===== src/rtl/wb_complete_arbiter.sv =====
// Writeback arbiter between the functional units (alu1, alu2, mem) and the
// complete stage. It buffers each unit's results in a small FIFO and forwards
// up to two of the oldest heads per cycle, ranked by ROB age, onto two
// registered writeback ports.

package typedefs;
    localparam int ROB_SIZE_BITS = 4;

    typedef struct packed {
        logic                     valid;
        logic [31:0]              pc;
        logic [4:0]               rd;
        logic [5:0]               rd_old;
        logic [31:0]              result;
        logic [31:0]              mem_data;
        logic [7:0]               control;
        logic [ROB_SIZE_BITS-1:0] robNum;
    } completeStruct;

    typedef struct packed {
        logic alu1;
        logic alu2;
        logic mem;
    } fuRdyStruct;
endpackage

module wb_complete_arbiter
    import typedefs::*;
#(
    parameter int unsigned BUF_DEPTH = 2,
    parameter int unsigned ROB_BITS  = typedefs::ROB_SIZE_BITS
) (
    input  logic                clk,
    input  logic                rst_n,
    input  completeStruct       alu1_in,
    input  completeStruct       alu2_in,
    input  completeStruct       mem_in,
    input  logic [ROB_BITS-1:0] rob_head,
    input  logic                wb_stall,
    input  logic                flush,
    output fuRdyStruct          fu_rdy,
    output completeStruct       wb0_out,
    output completeStruct       wb1_out,
    output logic                overflow_err
);

    localparam int unsigned NUM_FU = 3;
    localparam int unsigned PTR_W  = $clog2(BUF_DEPTH);
    localparam int unsigned CNT_W  = $clog2(BUF_DEPTH + 1);

    // Unit index order: 0 = alu1, 1 = alu2, 2 = mem.
    completeStruct       fu_in   [NUM_FU];
    completeStruct       fifo_q  [NUM_FU][BUF_DEPTH];
    completeStruct       fifo_d  [NUM_FU][BUF_DEPTH];
    logic [PTR_W-1:0]    wr_ptr_q[NUM_FU];
    logic [PTR_W-1:0]    wr_ptr_d[NUM_FU];
    logic [PTR_W-1:0]    rd_ptr_q[NUM_FU];
    logic [PTR_W-1:0]    rd_ptr_d[NUM_FU];
    logic [CNT_W-1:0]    count_q [NUM_FU];
    logic [CNT_W-1:0]    count_d [NUM_FU];

    completeStruct       head    [NUM_FU];
    logic [ROB_BITS-1:0] age     [NUM_FU];
    logic [1:0]          rank    [NUM_FU];
    logic [NUM_FU-1:0]   cand;
    logic [NUM_FU-1:0]   full;
    logic [NUM_FU-1:0]   push;
    logic [NUM_FU-1:0]   drop;
    logic [NUM_FU-1:0]   pop;

    logic                sel0_vld;
    logic                sel1_vld;
    logic [1:0]          sel0_idx;
    logic [1:0]          sel1_idx;

    completeStruct       wb0_q;
    completeStruct       wb0_d;
    completeStruct       wb1_q;
    completeStruct       wb1_d;
    logic                overflow_q;
    logic                overflow_d;

    // Tie-break weight for equal ages: mem > alu1 > alu2.
    function automatic logic [1:0] fu_prio(input int unsigned idx);
        case (idx)
            0:       return 2'd1;
            1:       return 2'd0;
            default: return 2'd2;
        endcase
    endfunction

    // True when candidate a should be written back before candidate b.
    function automatic logic is_older(input logic [ROB_BITS-1:0] age_a,
                                      input logic [1:0]          prio_a,
                                      input logic [ROB_BITS-1:0] age_b,
                                      input logic [1:0]          prio_b);
        return (age_a < age_b) || ((age_a == age_b) && (prio_a > prio_b));
    endfunction

    // Gather the unit inputs into an indexable array.
    always_comb begin
        fu_in[0] = alu1_in;
        fu_in[1] = alu2_in;
        fu_in[2] = mem_in;
    end

    // FIFO heads, candidacy and wrapped distance from the ROB head.
    always_comb begin
        for (int unsigned i = 0; i < NUM_FU; i++) begin
            head[i] = fifo_q[i][rd_ptr_q[i]];
            cand[i] = (count_q[i] != '0);
            age[i]  = ROB_BITS'(head[i].robNum) - rob_head;
        end
    end

    // Rank each candidate by how many other candidates are older than it;
    // rank 0 goes to wb0 and rank 1 to wb1.
    always_comb begin
        sel0_vld = 1'b0;
        sel1_vld = 1'b0;
        sel0_idx = '0;
        sel1_idx = '0;
        for (int unsigned i = 0; i < NUM_FU; i++) begin
            rank[i] = '0;
            for (int unsigned j = 0; j < NUM_FU; j++) begin
                if (j != i && cand[j] &&
                    is_older(age[j], fu_prio(j), age[i], fu_prio(i))) begin
                    rank[i] = rank[i] + 2'd1;
                end
            end
            if (cand[i] && rank[i] == 2'd0) begin
                sel0_vld = 1'b1;
                sel0_idx = 2'(i);
            end
            if (cand[i] && rank[i] == 2'd1) begin
                sel1_vld = 1'b1;
                sel1_idx = 2'(i);
            end
        end
    end

    // Push/pop decisions and next pointer/count state; flush wins over all.
    always_comb begin
        overflow_d = overflow_q;
        for (int unsigned i = 0; i < NUM_FU; i++) begin
            full[i] = (count_q[i] == CNT_W'(BUF_DEPTH));
            push[i] = fu_in[i].valid && !full[i] && !flush;
            drop[i] = fu_in[i].valid &&  full[i] && !flush;
            pop[i]  = cand[i] && (rank[i] < 2'd2) && !wb_stall && !flush;
            if (flush) begin
                wr_ptr_d[i] = '0;
                rd_ptr_d[i] = '0;
                count_d[i]  = '0;
            end else begin
                wr_ptr_d[i] = wr_ptr_q[i] + PTR_W'(push[i]);
                rd_ptr_d[i] = rd_ptr_q[i] + PTR_W'(pop[i]);
                count_d[i]  = count_q[i] + CNT_W'(push[i]) - CNT_W'(pop[i]);
            end
            if (drop[i]) begin
                overflow_d = 1'b1;
            end
        end
    end

    // Write accepted results into FIFO storage.
    always_comb begin
        fifo_d = fifo_q;
        for (int unsigned i = 0; i < NUM_FU; i++) begin
            if (push[i]) begin
                fifo_d[i][wr_ptr_q[i]] = fu_in[i];
            end
        end
    end

    // Next writeback port contents; stall and flush yield an empty cycle.
    always_comb begin
        wb0_d = '0;
        wb1_d = '0;
        if (!flush && !wb_stall) begin
            if (sel0_vld) begin
                wb0_d       = head[sel0_idx];
                wb0_d.valid = 1'b1;
            end
            if (sel1_vld) begin
                wb1_d       = head[sel1_idx];
                wb1_d.valid = 1'b1;
            end
        end
    end

    // Control state with asynchronous reset.
    always_ff @(posedge clk or negedge rst_n) begin
        if (!rst_n) begin
            for (int unsigned i = 0; i < NUM_FU; i++) begin
                wr_ptr_q[i] <= '0;
                rd_ptr_q[i] <= '0;
                count_q[i]  <= '0;
            end
            wb0_q      <= '0;
            wb1_q      <= '0;
            overflow_q <= 1'b0;
        end else begin
            for (int unsigned i = 0; i < NUM_FU; i++) begin
                wr_ptr_q[i] <= wr_ptr_d[i];
                rd_ptr_q[i] <= rd_ptr_d[i];
                count_q[i]  <= count_d[i];
            end
            wb0_q      <= wb0_d;
            wb1_q      <= wb1_d;
            overflow_q <= overflow_d;
        end
    end

    // FIFO storage needs no reset; counts alone define occupancy.
    always_ff @(posedge clk) begin
        fifo_q <= fifo_d;
    end

    assign fu_rdy.alu1  = ~full[0];
    assign fu_rdy.alu2  = ~full[1];
    assign fu_rdy.mem   = ~full[2];
    assign wb0_out      = wb0_q;
    assign wb1_out      = wb1_q;
    assign overflow_err = overflow_q;

endmodule


===== config.mk =====
export PLATFORM = sky130hd
export DESIGN_NAME = wb_complete_arbiter
export DESIGN_NICKNAME = d
export VERILOG_FILES = /design/src/rtl/wb_complete_arbiter.sv
export SDC_FILE = /design/constraint.sdc
export NUM_CORES = 1
export LEC_CHECK = 0
export ABC_CLOCK_PERIOD_IN_PS = 4000
export CAP_MARGIN = 30
export CORE_UTILIZATION = 42
export DETAILED_ROUTE_END_ITERATION = 7
export PLACE_DENSITY = 0.68
export SYNTH_ARGS = -nofsm -noshare
export SYNTH_HDL_FRONTEND = slang
export SYNTH_SLANG_ARGS = --single-unit

===== constraint.sdc =====
create_clock -name clk -period 4 [get_ports clk]
set_clock_uncertainty 0.1 [all_clocks]
set_input_delay 0.6 -clock clk [delete_from_list [all_inputs] [get_ports clk]]
set_output_delay 0.6 -clock clk [all_outputs]
set_load 0.03 [all_outputs]

# Yosys cells after proc, flatten, opt, wreduce, memory -nomap -nowiden
# Cells that the tools add are included.
# Widths: inputs -> output; s select.
[classes]
n_addsub = 18
mul = 0
div = 0
order_cmp = 20
n_eq_ne = 9
shifts = 0
mux = 56
n_bitwise = 11
reduce_logical = 52
[ops]
columns = ["op", "count"]
rows = [
  ["$mux 120", 16],
  ["$bwmux 240", 3],
  ["$bmux 120 s2", 2],
  ["$mux 119", 4],
  ["$demux 120 s1", 3],
  ["$logic_and 1x1->1", 37],
  ["$lt 4x4->1", 6],
  ["$mux 1", 20],
  ["$mux 2", 8],
  ["$eq 4x4->1", 3],
  ["$ge 2x2->1 const B", 6],
  ["$not 1->2", 6],
  ["$sub 4x4->4", 3],
  ["$add 1x1->1", 6],
  ["$add 1x1->2 const B", 3],
  ["$add 2x1->2", 3],
  ["$eq 2x1->1 const B", 3],
  ["$eq 2x2->1 const B", 3],
  ["$ge 3x3->1 const B", 2],
  ["$logic_not 2->1", 3],
  ["$lt 2x1->1 const B", 3],
  ["$lt 2x2->1 const B", 3],
  ["$not 2->3", 2],
  ["$reduce_bool 2->1", 3],
  ["5 further kinds", 15],
]
[totals]
ff_bits = 973
latchBits = 0
ram_bits = 0
romBits = 0
inputBits = 368
output_inout_bits = 244
memories = 0

# Longest topological paths before layout
[logic_depth]
depth_word = 21
depth_mapped = 21
ltp_nobuf = 20

# Least setup slack after synthesis
# Ideal clock, no wire load.
[synth_path]
path_type = "register -> register"
start = "register count_q[0] (netlist bit)"
end = "register fifo_q[0] (netlist bit), enable pin"
arrival_ns = 3.945
t_required_ns = 3.407
path_slack_ns = -0.538
path_stages_with_launch = 4
period_less_slack_ns = 4.538
path_cell_list = "dfrtp_1 nand2b_1 nor3b_1 ha_1"
[synth_between]
elab_chain_cells = 4
[synth_rtl]
columns = ["element", "line_no", "rtl"]
rows = [
  ["from (decl)", "59", "logic [CNT_W-1:0] count_q [NUM_FU];"],
  ["from (signal, indexed assignment)", "206", "count_q[i] <= count_d[i];"],
  ["$eq 2x2->1", "146", "full[i] = (count_q[i] == CNT_W'(BUF_DEPTH));"],
  ["$logic_not 1->1", "147", "push[i] = fu_in[i].valid && !full[i] && !flush;"],
  ["$logic_and 1x1->1 (2 in a row)", "147", ""],
  ["to (signal assigned)", "216", "fifo_q <= fifo_d;"],
  ["to (decl)", "53", "completeStruct fifo_q [NUM_FU][BUF_DEPTH];"],
]
# No other way between the ends.
# A chain may end at the register's enable or synchronous reset.

==> flow_summary.rst <==
.. list-table::
   :header-rows: 1

   * - Metric
     - Value
   * - Post-synth net total
     - roughly 3000
   * - Placement-stage worst setup slack
     - -0.489 ns
   * - Fraction of synthesized cell area taken by the top area cell type
     - a little under three fifths
   * - Combinational share of power
     - between 30% and 40%
   * - Slowest cell delay on critical path
     - around 0.54 ns
   * - Most used DFF post-synth
     - edfxtp_1
   * - Clock net sink count
     - approximately 970
   * - Drt total wl
     - approximately 130000 um
   * - Count of placed standard cells in the final layout, fillers left out
     - about 4800
   * - Internal portion of total power
     - around 22 mW
   * - First drt pass iteration count
     - 5
   * - Actual slew at the worst max-slew pin
     - a little under 1 ns
   * - Leading cell type by number of instances after synthesis
     - edfxtp_1
   * - Placer congestion estimate
     - approximately 0.84
   * - Total Nets Final
     - between 3000 and 4000
   * - Synth Cell Area
     - roughly 38000 um2
   * - Setup repair after global routing missed its margin
     - yes
   * - Starting density of the core
     - between 40 and 50%
   * - Maximum clock rate
     - between 200 and 250 MHz
   * - Routed wirelength normalized by instance count
     - ~26 um
   * - Top cell types by occurrence after synthesis
     - 714 x edfxtp_1, 482 x nand2_1, 253 x dfrtp_1
   * - WS Path Type
     - reg -> reg
   * - Net switching fraction of the power
     - around a third
   * - Setup-violating endpoint count in the final report
     - 63
   * - Detailed placement HPWL
     - ~78000 um
   * - Number of violations reported at the end of detailed-routing iteration 0
     - between 2000 and 2500
   * - Total grt overflow
     - 0
   * - Violated checks
     - negative setup slack
   * - Cell class contributing the biggest share of worst-path delay
     - adder cells
   * - Worst Hold Margin
     - 0.377 ns
   * - Critical Path Fanout Max
     - 6
   * - Distinct cells, synth
     - 45
   * - Minimum period implied by the final worst setup slack
     - about 4.1 ns
   * - Buffer cell driving the clock tree root
     - clkbuf_16
   * - Peak supply drop
     - roughly 0.53 mV
   * - CP Data Arrival Time
     - 4.55 ns
   * - Share of final-layout standard cells stronger than drive strength 1
     - a little over a quarter
   * - Full die area
     - 92900 um2
   * - Critical path buffers and inverters
     - 6
   * - Outcome
     - finished, violations left
   * - Placeable Area
     - 90400 um2
   * - Fraction of the yosys area taken by sequential cells
     - approximately 72%
   * - Asr flop ratio synth
     - 26.2%
   * - All-Layer GR Usage
     - between 20 and 25%
   * - Number of top-level pins
     - ~610
   * - Pin count of the biggest net entering global routing
     - between 70 and 80
   * - Biggest area contributors in the synthesized netlist
     - edfxtp_1 56%, dfrtp_1 16%, mux2_2 7.0%, nand2_1 4.7%, o211ai_1 4.7%
   * - Total negative slack for setup checks
     - -0.775 ns
   * - Number of routed nets with antenna violations
     - 0
   * - Maximum clock path buffer count
     - 3
   * - Final Hold Vio Count
     - 0
   * - Number of DRC violations after detailed routing
     - 0
   * - Area growth from synthesis to layout
     - 41.1%
   * - Source-to-sink clock delay at the later pin of the worst-skew pair
     - between 0.6 and 0.7 ns
   * - Worst min-delay path class
     - reg -> reg
   * - Number of violations of the max-capacitance limit
     - 0
   * - Yosys warning total
     - 0
   * - P_leak
     - slightly below 20 nW
   * - CTS tree
     - built
   * - Horizontal extent of the die
     - ~300 um
   * - Instance count after placement with tap cells included
     - roughly 4500
   * - Clock transition at the registers of the reported paths
     - ~0.06 ns
   * - Mapped Avg Cell Area
     - 14.6 um2
   * - Routed via count divided by cell count
     - 5.51
   * - Total number of vias
     - 26260
   * - CTS buffer count
     - 101
   * - Count of pins over their slew limit
     - 0
   * - Global-route wire length before repair
     - between 150000 and 200000 um
   * - Slowest stage cell on the critical path
     - fa_1
   * - Relative contribution of sequential cells to total power
     - a little under two fifths
   * - Worst-case setup margin in the final layout
     - -0.0542 ns
   * - Cells after synthesis
     - 2631
   * - Switching power
     - roughly 10 mW
   * - Power density relative to cell area
     - ~580 nW/um2
   * - Number of synthesized flops with an enable pin
     - 714
   * - Number of antenna violations at the first check in global routing
     - 36
   * - Cell taking the most area after synthesis
     - edfxtp_1
   * - Number of global-route vias before repair
     - between 20000 and 30000
   * - Count of standard-cell rows
     - 110
   * - Clock network fraction of design power
     - 29.5%
   * - Sort of element at the start of the critical path
     - flop
   * - Register bit total from synthesis
     - roughly 970
   * - Tightest slew margin relative to the limit
     - between 30 and 40%
   * - Number of H-tree levels
     - 3
   * - Critical Path RT
     - 4.49 ns
   * - Ordered cell list for the critical path
     - mux2_4 -> inv_2 -> ha_4 -> inv_2 -> fa_1 -> inv_2 -> ha_4 -> a21oi_2 -> o21a_1 -> o311a_1 -> o21ai_2 -> ha_4 -> nor2b_4 -> buf_8 -> clkbuf_16 -> clkbuf_16 -> nand2_1 -> a21oi_2
   * - Category of the worst setup path capture point
     - flop
   * - IO buf count
     - 611
   * - DIE HEIGHT
     - ~300 um
   * - Post-route fraction of the period consumed by the critical path
     - 101%
==> area by class of cell <==
class                   instances  area [um2]
inverters                      32         120
multi-input cells            1459       11400
fillers                      6690       36100
flip-flops and latches        967       27800
well taps                    1176        1470
clock inverters                41         340
clock buffers                 150        2980
diodes                         23        57.6
repair buffers                915       10200
==> registers in the layout, summed over array words and instances (netlist names) <==
name          flops
count_q           6
fifo_q          714
overflow_err      1
rd_ptr_q          3
wb0_out         120
wb1_out         120
wr_ptr_q          3
==> per-stage QoR <==
| stage | power [mW] | cell area (um2) | util (%) |
|---|---|---|---|
| 6_report | 31.7 | 54300 | 60.1 |
| 5_1_grt | 32.7 | 54300 | 60.1 |
| 4_1_cts | 29.9 | 51800 | 57.2 |
| 3_5_place_dp | 20.2 | 47900 | 52.9 |
| 3_3_place_gp | 20.1 | 47900 | 52.9 |
| 2_1_floorplan | 16.4 | 38500 | - |
==> power by group through the flow <==
stage / clock (mW) / sequential [mW] / combinational [mW]
4_1_cts: 9.46 / 11.9 / 8.54
5_1_grt: 9.84 / 12.0 / 11.0
3_3_place_gp: 0 / 12.1 / 8.04
6_report: 9.34 / 11.9 / 10.4
3_5_place_dp: 0 / 12.1 / 8.13
2_1_floorplan: 0 / 12.8 / 3.59
==> what timing repair did <==
item | 4_1_cts | 5_1_grt
hold buffers | 1 | 0
hold endpoints to repair | 72 | 0
setup buffers | 21 | 21
cloned | 6 | 39
endpoints found under the setup margin | 211 | 246
resized for setup | 51 | 350
pin swaps | 39 | 100
==> routing by layer <==
layer | share of wire, % | GRT usage (%) | wire (um) | up-vias
met3 | 7.3 | 4.69 | 9220 | 256
met2 | 49 | 40.2 | 61100 | 1238
met5 | 0.13 | 0 | 169 | -
li1 | - | - | - | 11521
met1 | 40 | 32.1 | 50700 | 13219
met4 | 3.7 | 9.71 | 4680 | 26
==> worst paths after layout <==
check / start / endpoint / slack (ns) / cells after the start
setup / recovery: rd_ptr_q[0] / wb0_out[54] / -0.05 / 18
setup reg to reg: rd_ptr_q[0] / wb0_out[54] / -0.05 / 18
hold reg to reg: overflow_err / overflow_err / 0.38 / 1
max in group asynchronous: rst_n / wb0_out[75] / 2.31 / 3
min in group asynchronous: rst_n / wb1_out[45] / 0.42 / 2
hold / removal: overflow_err / overflow_err / 0.38 / 1
==> layout by cell type, fill, tap and decap left out, types with 8 or more instances in the layout <==
cell type / instances
clkdlybuf4s50_1: 610
dfrtp_1: 250
edfxtp_1: 714
clkinv_2: 14
buf_12: 62
buf_4: 154
a21oi_1: 67
clkbuf_16: 136
o21a_1: 9
diode_2: 23
ha_4: 17
o211ai_1: 239
xnor2_1: 8
nor2b_1: 8
buf_16: 10
nor2_1: 15
mux2_2: 235
a21oi_4: 33
ha_1: 13
inv_1: 23
buf_6: 27
nand2_1: 446
nand2_2: 20
clkbuf_8: 18
buf_8: 19
a21oi_2: 143
mux2i_1: 115
inv_2: 9
clkinv_1: 9
clkbuf_1: 27
nand2_4: 16
==> kinds of logic (layout without fill, tap and decap cells) <==
group / Yosys count / in the layout / share of synthesized area, %
AO/OA/AOI/OAI: 518 / 518 / 8.49
other: 0 / 23 / 0
flip-flops: 967 / 967 / 72.1
AND/OR/NAND/NOR: 530 / 530 / 5.38
buffers and inverters: 205 / 1138 / 2.24
XOR/XNOR: 16 / 16 / 0.364
multiplexers: 357 / 357 / 10.1
adder cells (fa/ha/maj): 38 / 38 / 1.29
==> worst register-to-register path: stages, from the launching register on <==
cell and delay, ns:
dfrtp_4 0.48, mux2_4 0.32, inv_2 0.07, ha_4 0.14, inv_2 0.04, fa_1 0.54
inv_2 0.05, ha_4 0.26, a21oi_2 0.04, o21a_1 0.19, o311a_1 0.38, o21ai_2 0.19
ha_4 0.17, nor2b_4 0.22, buf_8 0.17, clkbuf_16 0.19, clkbuf_16 0.17, nand2_1 0.08
a21oi_2 0.18
Power figures use the tool's default switching activity.
